===== config.mk =====
export PLATFORM = sky130hd
export DESIGN_NAME = vga_gain_writer
export DESIGN_NICKNAME = d
export VERILOG_FILES = /design/src/rtl/vga_gain_writer.sv
export SDC_FILE = /design/constraint.sdc
export NUM_CORES = 1
export LEC_CHECK = 0
export ABC_AREA = 1
export BUFFER_PORTS_ARGS = -buffer_cell sky130_fd_sc_hd__buf_2
export CAP_MARGIN = 25
export CORE_MARGIN = 8
export CORE_UTILIZATION = 55
export CTS_CLUSTER_SIZE = 24
export DETAILED_ROUTE_END_ITERATION = 6
export PLACE_DENSITY = 0.75
export SYNTH_ARGS = -nofsm -noshare
export SYNTH_HDL_FRONTEND = slang
export SYNTH_SLANG_ARGS = --single-unit
export TNS_END_PERCENT = 50

===== constraint.sdc =====
create_clock -name clk -period 2 [get_ports clk]
set_input_delay 0.5 -clock clk [delete_from_list [all_inputs] [get_ports clk]]
set_output_delay 0.5 -clock clk [all_outputs]
set_load 0.03 [all_outputs]

===== src/rtl/vga_gain_writer.sv =====
// Writes the AGC's three VGA gain codes to the analog VGA chain over a 3-wire serial bus.
// After each write it waits out the analog settling time, then pulses settled.
module vga_gain_writer #(
    parameter int unsigned CLK_DIV       = 4,
    parameter int unsigned SETTLE_CYCLES = 8,
    parameter logic [2:0]  HEADER        = 3'b101,
    parameter bit          SKIP_SAME     = 1'b1
) (
    input  logic       clk,
    input  logic       RESET,
    input  logic [4:0] vga1_control,
    input  logic [3:0] vga2_control,
    input  logic [3:0] vga3_control,
    input  logic       load,
    output logic       busy,
    output logic       settled,
    output logic       cs_n,
    output logic       sclk,
    output logic       sdata
);

    localparam int unsigned FRAME_W = 16;
    localparam int unsigned WORD_W  = 13;
    localparam int unsigned BIT_W   = 4;
    localparam int unsigned CNT_MAX = (2 * CLK_DIV > SETTLE_CYCLES) ? 2 * CLK_DIV : SETTLE_CYCLES;
    localparam int unsigned CNT_W   = $clog2(CNT_MAX + 1);

    localparam logic [CNT_W-1:0] SETUP_LAST  = CNT_W'(CLK_DIV - 1);
    localparam logic [CNT_W-1:0] HIGH_LAST   = CNT_W'(CLK_DIV - 1);
    localparam logic [CNT_W-1:0] BIT_LAST    = CNT_W'(2 * CLK_DIV - 1);
    localparam logic [CNT_W-1:0] SETTLE_LAST = CNT_W'(SETTLE_CYCLES - 1);
    localparam logic [BIT_W-1:0] LAST_BIT    = BIT_W'(FRAME_W - 1);

    typedef enum logic [2:0] {
        IDLE,
        SETUP,
        SHIFT,
        SETTLE,
        SKIP
    } state_t;

    state_t              state;
    logic [CNT_W-1:0]    cnt;
    logic [BIT_W-1:0]    bit_idx;
    logic [FRAME_W-1:0]  shreg;
    logic [WORD_W-1:0]   cur_word;
    logic [WORD_W-1:0]   last_word;
    logic                last_valid;
    logic                pending;

    logic [FRAME_W-1:0]  frame_c;
    logic [WORD_W-1:0]   word_c;
    logic                skip_c;

    // Frame as it would be sent if captured this cycle
    assign frame_c = {HEADER, vga1_control, vga2_control, vga3_control};
    assign word_c  = frame_c[WORD_W-1:0];
    assign skip_c  = SKIP_SAME && last_valid && (word_c == last_word);

    always_ff @(posedge clk) begin
        if (RESET) begin
            state      <= IDLE;
            cnt        <= '0;
            bit_idx    <= '0;
            shreg      <= '0;
            cur_word   <= '0;
            last_word  <= '0;
            last_valid <= 1'b0;
            pending    <= 1'b0;
            busy       <= 1'b0;
            settled    <= 1'b0;
            cs_n       <= 1'b1;
            sclk       <= 1'b0;
            sdata      <= 1'b0;
        end else begin
            settled <= 1'b0;
            // Loads arriving mid-operation coalesce into one deferred request
            if (state != IDLE && load) begin
                pending <= 1'b1;
            end

            case (state)
                IDLE: begin
                    if (load || pending) begin
                        shreg    <= frame_c;
                        cur_word <= word_c;
                        pending  <= 1'b0;
                        cnt      <= '0;
                        bit_idx  <= '0;
                        busy     <= 1'b1;
                        if (skip_c) begin
                            state   <= SKIP;
                            settled <= 1'b1;
                        end else begin
                            state <= SETUP;
                            cs_n  <= 1'b0;
                            sdata <= frame_c[FRAME_W-1];
                        end
                    end
                end

                SETUP: begin
                    if (cnt == SETUP_LAST) begin
                        state <= SHIFT;
                        cnt   <= '0;
                        sclk  <= 1'b1;
                    end else begin
                        cnt <= cnt + CNT_W'(1);
                    end
                end

                SHIFT: begin
                    if (cnt == BIT_LAST) begin
                        cnt <= '0;
                        if (bit_idx == LAST_BIT) begin
                            state      <= SETTLE;
                            cs_n       <= 1'b1;
                            sdata      <= 1'b0;
                            last_word  <= cur_word;
                            last_valid <= 1'b1;
                            settled    <= (SETTLE_CYCLES == 1);
                        end else begin
                            bit_idx <= bit_idx + BIT_W'(1);
                            sclk    <= 1'b1;
                        end
                    end else begin
                        cnt <= cnt + CNT_W'(1);
                        // Falling sclk: present the next bit for the following rising edge
                        if (cnt == HIGH_LAST) begin
                            sclk <= 1'b0;
                            if (bit_idx != LAST_BIT) begin
                                sdata <= shreg[FRAME_W-2];
                                shreg <= {shreg[FRAME_W-2:0], 1'b0};
                            end
                        end
                    end
                end

                SETTLE: begin
                    if (cnt == SETTLE_LAST) begin
                        state <= IDLE;
                        cnt   <= '0;
                        busy  <= 1'b0;
                    end else begin
                        cnt     <= cnt + CNT_W'(1);
                        settled <= ((cnt + CNT_W'(1)) == SETTLE_LAST);
                    end
                end

                SKIP: begin
                    state <= IDLE;
                    busy  <= 1'b0;
                end

                default: begin
                    state <= IDLE;
                    busy  <= 1'b0;
                    cs_n  <= 1'b1;
                    sclk  <= 1'b0;
                    sdata <= 1'b0;
                end
            endcase
        end
    end

endmodule


==> results of run 1 <==
## path summary, 6_finish.rpt
kind | from | cells past startpoint | end
min reg2reg | cs_n | 2 | cs_n
min | cs_n | 2 | cs_n
max reg2reg | cnt[1] | 7 | last_word[1]
max | cnt[1] | 7 | last_word[1]
## report_power, final
group / internal (mW) / switching [mW]
sequential: 1.41 / 0.135
clock: 0.693 / 0.459
combinational: 0.487 / 0.900
## layout make-up
type,instances,area [um^2]
Fill cell,472,1826
Multi-Input combinational cell,312,1473
Sequential cell,59,1181
Inverter,54,205.2
Timing Repair Buffer,29,192.7
Clock buffer,10,127.6
Tap cell,70,87.58
Clock inverter,6,80.08
## cells in the mapped netlist
master and number:
o21ai_0 25, a211oi_1 1, or2_2 1, inv_1 49, nand2_1 132, and3_1 1, nor3_1 6, inv_4 1
nor2_2 2, ha_1 3, buf_2 4, a211oi_4 1, xor2_1 3, buf_6 6, o31ai_1 1, o211ai_1 2
nand4_1 3, buf_1 1, nor2_1 50, a22oi_1 1, inv_2 4, o21ai_2 7, nor2_4 3, dfxtp_1 59
nand2_2 3, a31oi_1 3, nand2_4 1, a21oi_1 38, nand3_1 23, nand3_2 2, clkbuf_1 7
## sequential cells by signal, indices dropped and copies added (netlist names), 3 cells and up
signal / cells
bit_idx: 4
cnt: 4
cur_word: 13
last_word: 13
shreg: 15
state: 3
## cells by family (layout without fill, tap and decap cells)
logic type / count (synthesis) / count (layout) / synth area share (%)
simple gates: 227 / 227 / 32.11
buf+inv: 72 / 99 / 10.84
xor+xnor: 3 / 3 / 0.8829
fa+ha+maj: 3 / 3 / 1.261
flops: 59 / 59 / 39.68
compound gates: 79 / 79 / 15.22
## metal layers
metal	GRT usage (%)	share of wire [%]	up-vias
met5	0	0	-
met1	25.18	51	1229
met2	27.01	43	57
met4	8.610	1.9	0
met3	3.217	3.9	13
li1	-	-	1440
## cell usage in the layout, fill, tap and decap left out, drive strengths merged, types with 4 or more instances in the layout
master  instances
nand2         136
dfxtp          59
nor2           55
inv            54
a21oi          38
o21ai          32
buf            29
nand3          25
clkbuf         10
nor3            6
clkinv          4
## tightest hold or removal path, stage by stage (launching register included)
cell     delay [ns]
dfxtp_1        0.32
nand2_1        0.05
nand2_1        0.04
## through the flow
step	cell area, um^2	utilization, %	hold slack [ns]	total power [mW]	instances
6_report	3347	64.71	0.4383	4.084	540
5_1_grt	3347	64.71	0.4372	4.388	540
4_1_cts	3347	64.71	0.4376	4.103	540
3_5_place_dp	3139	60.69	0.4273	2.950	524
3_3_place_gp	3139	60.69	0.4281	2.910	524
2_1_floorplan	2977	-	0.4301	2.676	443
==> impl_metrics.py, run 1 <==
metrics = {
    "synthesis": {
        "synth_area_leaders": "dfxtp_1 (40%), nand2_1 (17%), a21oi_1 (6.4%)",
        "yosysSeqAreaShare_pct": 39.68,
        "postSynthAreaPerCell_um2": 6.719,
        "synth_top_area_share_pct": 39.68,
        "yosysUniqueCellTypes": 31,
        "synth_seq_cells": 59,
        "synth_nets": 462,
        "ys_warn_count": 0,
        "synth_top_area_cell": "dfxtp_1",
        "synth_cells": 443,
        "synth_area_um2": 2977,
    },
    "power_and_ir_drop": {
        "power_density_nw_per_um2": 1220,
        "leakagePower_nw": 1.552,
        "max-vdd-ir-drop_mv": 0.6734,
    },
    "clock_network": {
        "cts_tree": "built",
        "clockBufferDepth": 2,
        "post_cts_buffers": 0,
        "path_clk_slew_ns": 0.06,
        "post_cts_resized": 0,
        "cts_root_buffer": "clkbuf_8",
        "cts_buffers": 9,
        "htree_levels": 3,
        "numClockSinks": 59,
        "cts_hold_buf": 0,
        "clock_latency_ns": 0.33,
    },
    "timing": {
        "fmax_ghz": 0.5667,
        "fin_crit_sh_pct": 88.23,
        "hold_violations": 0,
        "grt_setup_unrepaired": "no",
        "finalSetupViolCount": 0,
        "max_slew_margin_pct": 77.31,
        "finalWorstSetupSlack_ns": 0.2354,
        "clock-skew-final_ns": 0.008751,
        "final_max_slew_viol_count": 0,
        "finalCriticalPeriod_ns": 1.765,
        "tns_ns": 0,
        "tightest_slew_ns": 0.3404,
    },
    "grt": {
        "grt-ovfl-total": 0,
        "grt_first_pass_wirelength_mm": 11.39,
        "first_global_vias": 2515,
        "grt_usage_pct": 18.36,
        "antenna_found_initial": 0,
        "grt_max_degree": 34,
    },
    "detailed_routing": {
        "vias_per_cell": 5.072,
        "ant_nets": 0,
        "drt_drc_violations_left": 0,
        "drt_wl_total_mm": 6.670,
        "vias": 2739,
        "wire_per_inst_um": 12.35,
        "drt_iter0_markers": 160,
        "first_pass_iters": 4,
    },
    "die": {
        "fp.dieW_um": 89.57,
        "fp-row-count": 26,
        "pin_count": 21,
        "start_util_pct": 57.55,
        "die_area_um2": 8022,
        "core_um2": 5172,
        "die_h_um": 89.57,
    },
    "placed_design": {
        "io_buffers": 20,
        "dp_hpwl_mm": 4.661,
        "gp_congestion": 0.9191,
        "dp_slack_ns": 0.2989,
    },
    "setup_path": {
        "crit_family": "simple AND/OR/NAND/NOR gates",
        "r2r_slack_ns": 0.24,
        "crit_type": "reg2reg",
        "critPathMaxStageDelay_ns": 0.38,
        "end_kind": "flip-flop",
        "crit_path_top_delay_cell": "dfxtp_1",
        "startpoint_type": "flip-flop",
        "arrival_ns": 1.98,
        "path_cells": "ha_1 -> nand3_2 -> nor2_2 -> nand4_1 -> buf_12 -> o21ai_0 -> a21oi_1",
        "crit_buf_inv": 1,
        "worstPathMaxFanout": 27,
        "cp_data_required_time_ns": 2.22,
    },
    "hold_path": {
        "min_path_type": "reg2reg",
    },
    "final_layout": {
        "drive_gt1_share_pct": 14.68,
        "area_growth_pct": 12.44,
        "nNetsFinal": 484,
        "antenna_cells": 0,
    },
    "run_status": {
        "outcome": "completed",
    },
    "flow_run": {
        "max-cap-violations": 0,
    },
}
No activity file was read; power rests on OpenSTA's default activity.
==> run 2: changes to the inputs <==
--- a/config.mk
+++ b/config.mk
@@ -5,7 +5,6 @@
 export SDC_FILE = /design/constraint.sdc
 export NUM_CORES = 1
 export LEC_CHECK = 0
-export ABC_AREA = 1
 export BUFFER_PORTS_ARGS = -buffer_cell sky130_fd_sc_hd__buf_2
 export CAP_MARGIN = 25
 export CORE_MARGIN = 8
==> run 2 against run 1 <==
Effect of this change:
- worst setup slack got worse by 0.060 ns
- die area shrank 5.0%
- sequential power is 17% lower
- highest routed layer unchanged
==> impl_metrics.py, run 2 <==
metrics = {
    "clock_network": {
        "clock_latency_ns": 0.34,
        "cts_buffers": 9,
        "htree_levels": 3,
        "cts_tree": "built",
        "cts_root_buffer": "clkbuf_8",
        "numClockSinks": 59,
        "path_clk_slew_ns": 0.06,
        "cts_hold_buf": 0,
        "clockBufferDepth": 2,
    },
    "grt": {
        "antenna_found_initial": 0,
        "grt_first_pass_wirelength_mm": 10.61,
        "grt_usage_pct": 17.69,
        "first_global_vias": 2220,
        "grt_max_degree": 30,
        "grt-ovfl-total": 0,
    },
    "setup_path": {
        "rr_worst_depth": 7,
        "worstPathMaxFanout": 26,
        "rr_endpoint": "shreg[4]",
        "arrival_ns": 2.07,
        "crit_type": "reg2reg",
        "startpoint_type": "flip-flop",
        "cp_data_required_time_ns": 2.24,
        "regToRegStartpoint": "cnt[0]",
        "r2r_slack_ns": 0.17,
        "end_kind": "flip-flop",
    },
    "power_and_ir_drop": {
        "p_total_mw": 2.656,
        "max-vdd-ir-drop_mv": 0.5733,
        "power_density_nw_per_um2": 833.8,
        "leakagePower_nw": 1.261,
    },
    "hold_path": {
        "holdPathStages": 3,
        "hold_start": "vga1_control[1]",
        "min_to": "cur_word[9]",
        "min_path_type": "in2reg",
    },
    "final_layout": {
        "top_register": "shreg",
        "area_growth_pct": 13.97,
        "final_cell_mix": "dfxtp_1 (59), nor2_1 (40), nand2_1 (34), mux2i_1 (26), a21oi_1 (24)",
        "final_common_cell": "dfxtp_1",
        "nNetsFinal": 360,
        "largest_reg_flops": 15,
        "drive_gt1_share_pct": 17.73,
        "antenna_cells": 0,
        "reg_top3": "shreg x15, cur_word x13, last_word x13",
    },
    "detailed_routing": {
        "drt_drc_violations_left": 0,
        "drt_iter0_markers": 90,
        "wire_per_inst_um": 14.93,
        "vias_per_cell": 5.698,
        "drt_wl_total_mm": 6.182,
        "first_pass_iters": 5,
        "vias": 2359,
        "ant_nets": 0,
    },
    "synthesis": {
        "synth_area_leaders": "dfxtp_1 (42%), mux2i_1 (9.3%), xnor2_1 (5.6%)",
        "synth_cells": 316,
        "synth.most_common_cell": "dfxtp_1",
        "async_reset_ff_share_pct": 0,
        "synth_flop_cell": "dfxtp_1",
        "synth_nets": 335,
        "yosysSeqAreaShare_pct": 42.26,
        "synth.top_cells.by_count": "dfxtp_1 (59), nor2_1 (40), nand2_1 (34)",
        "ys_warn_count": 0,
        "yosysUniqueCellTypes": 47,
        "synth_top_area_cell": "dfxtp_1",
        "synth_area_um2": 2795,
        "synth_seq_cells": 59,
        "postSynthAreaPerCell_um2": 8.846,
        "synth_edf_count": 0,
        "synth_top_area_share_pct": 42.26,
    },
    "die": {
        "fp.dieW_um": 87.29,
        "fp-row-count": 26,
        "start_util_pct": 55.79,
        "core_um2": 5010,
        "die_area_um2": 7620,
        "pin_count": 21,
        "die_h_um": 87.29,
    },
    "timing": {
        "max_slew_margin_pct": 59.22,
        "final_max_slew_viol_count": 0,
        "hold_slack_ns": 0.4329,
        "hold_violations": 0,
        "tightest_slew_ns": 0.6116,
        "finalSetupViolCount": 0,
        "fin_crit_sh_pct": 91.25,
        "fmax_ghz": 0.5479,
        "clock-skew-final_ns": 0.003936,
        "tns_ns": 0,
        "finalCriticalPeriod_ns": 1.825,
    },
    "run_status": {
        "outcome": "completed",
    },
    "placed_design": {
        "io_buffers": 20,
        "dp_hpwl_mm": 4.292,
        "gp_congestion": 0.9027,
    },
    "flow_run": {
        "max-cap-violations": 0,
    },
}
run 2: per-layer routing:
| layer | part of all wire, % | routed length, um | GRT usage [%] |
|---|---|---|---|
| met5 | 0 | 0 | 0 |
| met4 | 2.1 | 127 | 7.500 |
| met3 | 5.0 | 311 | 5.000 |
| met2 | 47 | 2909 | 27.89 |
| met1 | 46 | 2834 | 21.86 |
run 2: power breakdown:
| group | internal, mW | switching [mW] |
|---|---|---|
| clock network | 0.591 | 0.438 |
| registers | 1.24 | 0.0494 |
| logic | 0.130 | 0.202 |
run 2: cells by family (layout without fill, tap and decap cells):
kind of cell | after synthesis | count (layout) | share of synthesized area [%]
AO/OA/AOI/OAI | 68 | 68 | 16.43
buffers and inverters | 27 | 55 | 4.476
adder cells (fa/ha/maj) | 3 | 3 | 1.343
AND/OR/NAND/NOR | 115 | 115 | 20.55
flip-flops | 59 | 59 | 42.26
XOR/XNOR | 18 | 18 | 5.640
multiplexers | 26 | 26 | 9.311
run 2: per-stage QoR:
| step | instances | area [um^2] | setup WS [ns] | utilization [%] |
|---|---|---|---|---|
| 2_1_floorplan | 316 | 2795 | 0.2893 | - |
| 3_3_place_gp | 399 | 2994 | 0.1698 | 59.77 |
| 3_5_place_dp | 399 | 2994 | 0.06640 | 59.77 |
| 4_1_cts | 413 | 3176 | 0.1418 | 63.39 |
| 5_1_grt | 414 | 3186 | -0.008133 | 63.59 |
| 6_report | 414 | 3186 | 0.1749 | 63.59 |
run 2: critical path, stage by stage, from the launching register on:
cell and delay (ns):
dfxtp_1 0.39, ha_2 0.24, nor3b_4 0.28, a31oi_1 0.17
nor3_4 0.18, buf_12 0.19, nor2_1 0.05, a211oi_1 0.22
run 2: final cells by class:
type / count / area (um^2)
Tap cell: 70 / 87.58
Clock buffer: 11 / 141.4
Sequential cell: 59 / 1181
Timing Repair Buffer: 34 / 217.7
Clock inverter: 3 / 40.04
Inverter: 7 / 26.28
Multi-Input combinational cell: 230 / 1491
Fill cell: 445 / 1824
run 2: worst max-delay path by stage:
stage                     from   endpoint  depth (start not counted)  slack [ns]
3_5_place_dp   vga1_control[0]    settled                          7        0.07
3_3_place_gp   vga1_control[0]    settled                          7        0.17
5_1_grt                 cnt[0]   shreg[4]                          7      -0.008
6_report                cnt[0]   shreg[4]                          7        0.17
2_1_floorplan           cnt[0]  shreg[12]                          8        0.29
4_1_cts                 cnt[0]   shreg[6]                          7        0.14
run 2: repair_timing:
action,in CTS,in global routing
buffers inserted,0,1
resized for setup,0,1
endpoints found under the setup margin,0,9
==> run 3: changes to the inputs <==
--- a/config.mk
+++ b/config.mk
@@ -7,7 +7,7 @@
 export LEC_CHECK = 0
 export BUFFER_PORTS_ARGS = -buffer_cell sky130_fd_sc_hd__buf_2
 export CAP_MARGIN = 25
-export CORE_MARGIN = 8
+export CORE_MARGIN = 2
 export CORE_UTILIZATION = 55
 export CTS_CLUSTER_SIZE = 24
 export DETAILED_ROUTE_END_ITERATION = 6
==> run 3 against run 2 <==
Effect of this change:
- via count shrank 1.2%
- critical path type unchanged
- combinational power fell by 2%
- cell count fell by 0.48%
- fmax down 1.8%
- flip-flop and latch count is the same
- total power shrank 3.8%
- worst hold slack worse by 0.0021 ns
- non-clock buffer count is the same
- sequential share of layout area increased by 0.18 points
- wire length fell by 0.55%
- critical endpoint is now cnt[3]
- clock-buffer cell count up 1
==> impl_metrics.py, run 3 (synthesized netlist as in run 2, its figures left out) <==
metrics = {
    "grt": {
        "grt_max_degree": 27,
        "grt_first_pass_wirelength_mm": 10.17,
        "grt-ovfl-total": 0,
        "grt_usage_pct": 24.25,
        "first_global_vias": 2243,
        "antenna_found_initial": 0,
    },
    "setup_path": {
        "cp_data_required_time_ns": 2.22,
        "path_cells": "ha_4 -> or3b_2 -> a22oi_1 -> nor2_1 -> a22oi_1 -> nor2_1",
        "crit_family": "simple AND/OR/NAND/NOR gates",
        "rr_worst_depth": 6,
        "crit_path_top_delay_cell": "or3b_2",
        "crit_type": "reg2reg",
        "cp.depth": 6,
        "startpoint_type": "flip-flop",
        "arrival_ns": 2.08,
        "critPathMaxStageDelay_ns": 0.48,
        "end_kind": "flip-flop",
        "worstPathMaxFanout": 8,
        "crit_buf_inv": 0,
    },
    "timing": {
        "hold_violations": 0,
        "fmax_ghz": 0.5378,
        "max_slew_margin_pct": 54.69,
        "finalCriticalPeriod_ns": 1.859,
        "finalWorstSetupSlack_ns": 0.1407,
        "tightest_slew_ns": 0.6787,
        "final_max_slew_viol_count": 0,
        "tns_ns": 0,
        "clock-skew-final_ns": 0.007391,
        "hold_slack_ns": 0.4309,
        "finalSetupViolCount": 0,
        "fin_crit_sh_pct": 92.97,
    },
    "final_layout": {
        "area_growth_pct": 13.43,
        "final_cell_area_um2": 3171,
        "final_common_cell": "dfxtp_1",
        "nNetsFinal": 360,
        "largest_reg_flops": 15,
        "fin_cells": 412,
        "top_register": "shreg",
        "utilization_pct": 65.82,
        "antenna_cells": 0,
        "reg_top3": "shreg x15, cur_word x13, last_word x13",
        "final_cell_mix": "dfxtp_1 (59), nor2_1 (40), nand2_1 (34), mux2i_1 (26), a21oi_1 (24)",
        "drive_gt1_share_pct": 17.68,
    },
    "power_and_ir_drop": {
        "max-vdd-ir-drop_mv": 0.5017,
        "power_density_nw_per_um2": 805.6,
        "p_total_mw": 2.554,
        "leakagePower_nw": 1.247,
    },
    "die": {
        "die_h_um": 75.29,
        "fp-row-count": 25,
        "fp.dieW_um": 75.29,
        "start_util_pct": 58.03,
        "pin_count": 21,
        "die_area_um2": 5669,
        "core_um2": 4817,
    },
    "clock_network": {
        "htree_levels": 3,
        "cts_hold_buf": 0,
        "cts_root_buffer": "clkbuf_8",
        "path_clk_slew_ns": 0.07,
        "numClockSinks": 59,
        "clock_latency_ns": 0.34,
        "cts_buffers": 9,
        "clockBufferDepth": 2,
        "cts_tree": "built",
    },
    "detailed_routing": {
        "vias": 2330,
        "drt_drc_violations_left": 0,
        "vias_per_cell": 5.655,
        "drt_iter0_markers": 128,
        "wire_per_inst_um": 14.92,
        "drt_wl_total_mm": 6.148,
        "ant_nets": 0,
        "first_pass_iters": 4,
    },
    "placed_design": {
        "placed_cells": 394,
        "io_buffers": 20,
        "dp_slack_ns": 0.1014,
        "dp_hpwl_mm": 4.137,
        "gp_congestion": 0.9560,
        "placed_area_um2": 2975,
    },
    "flow_run": {
        "max-cap-violations": 0,
    },
    "hold_path": {
        "holdPathStages": 3,
        "min_path_type": "in2reg",
    },
    "run_status": {
        "outcome": "completed",
    },
}
[run 3: worst paths after layout]
kind,from,end,slack (ns)
worst max register to register,cnt[0],cnt[3],0.14
worst max-delay path,cnt[0],cnt[3],0.14
worst min-delay path,vga3_control[3],cur_word[3],0.43
worst min register to register,cur_word[11],cur_word[11],0.46
[run 3: layout make-up]
| cell class | instances | area [um^2] |
|---|---|---|
| clock buffers | 12 | 145.1 |
| clock inverters | 3 | 15.01 |
| fillers | 443 | 1647 |
| inverters | 7 | 26.28 |
| multi-input cells | 230 | 1501 |
| flip-flops and latches | 59 | 1181 |
| well taps | 67 | 83.83 |
| repair buffers | 34 | 217.7 |
[run 3: where the power goes]
| part | internal, mW | total (mW) | switching (mW) |
|---|---|---|---|
| clock network | 0.470 | 0.926 | 0.456 |
| registers | 1.24 | 1.30 | 0.0552 |
| logic | 0.130 | 0.328 | 0.199 |
| total | 1.84 | 2.55 | 0.710 |
[run 3: tightest hold or removal path: stages]
cell,delay [ns]
buf_2,0.12
nand2_1,0.05
a21oi_1,0.05
[run 3: timing repair]
action / in CTS / in global routing
setup endpoints to repair: 0 / 16
resized for setup: 0 / 2
buffers inserted: 0 / 3
[run 3: routing by layer]
metal	GRT usage [%]	routed length, um	vias to the layer above	share of wire [%]
li1	-	-	1164	-
met1	29.64	2762	1103	45
met2	38.65	2980	48	48
met3	6.217	226	15	3.7
met4	14.23	179	0	2.9
met5	0	0	-	0
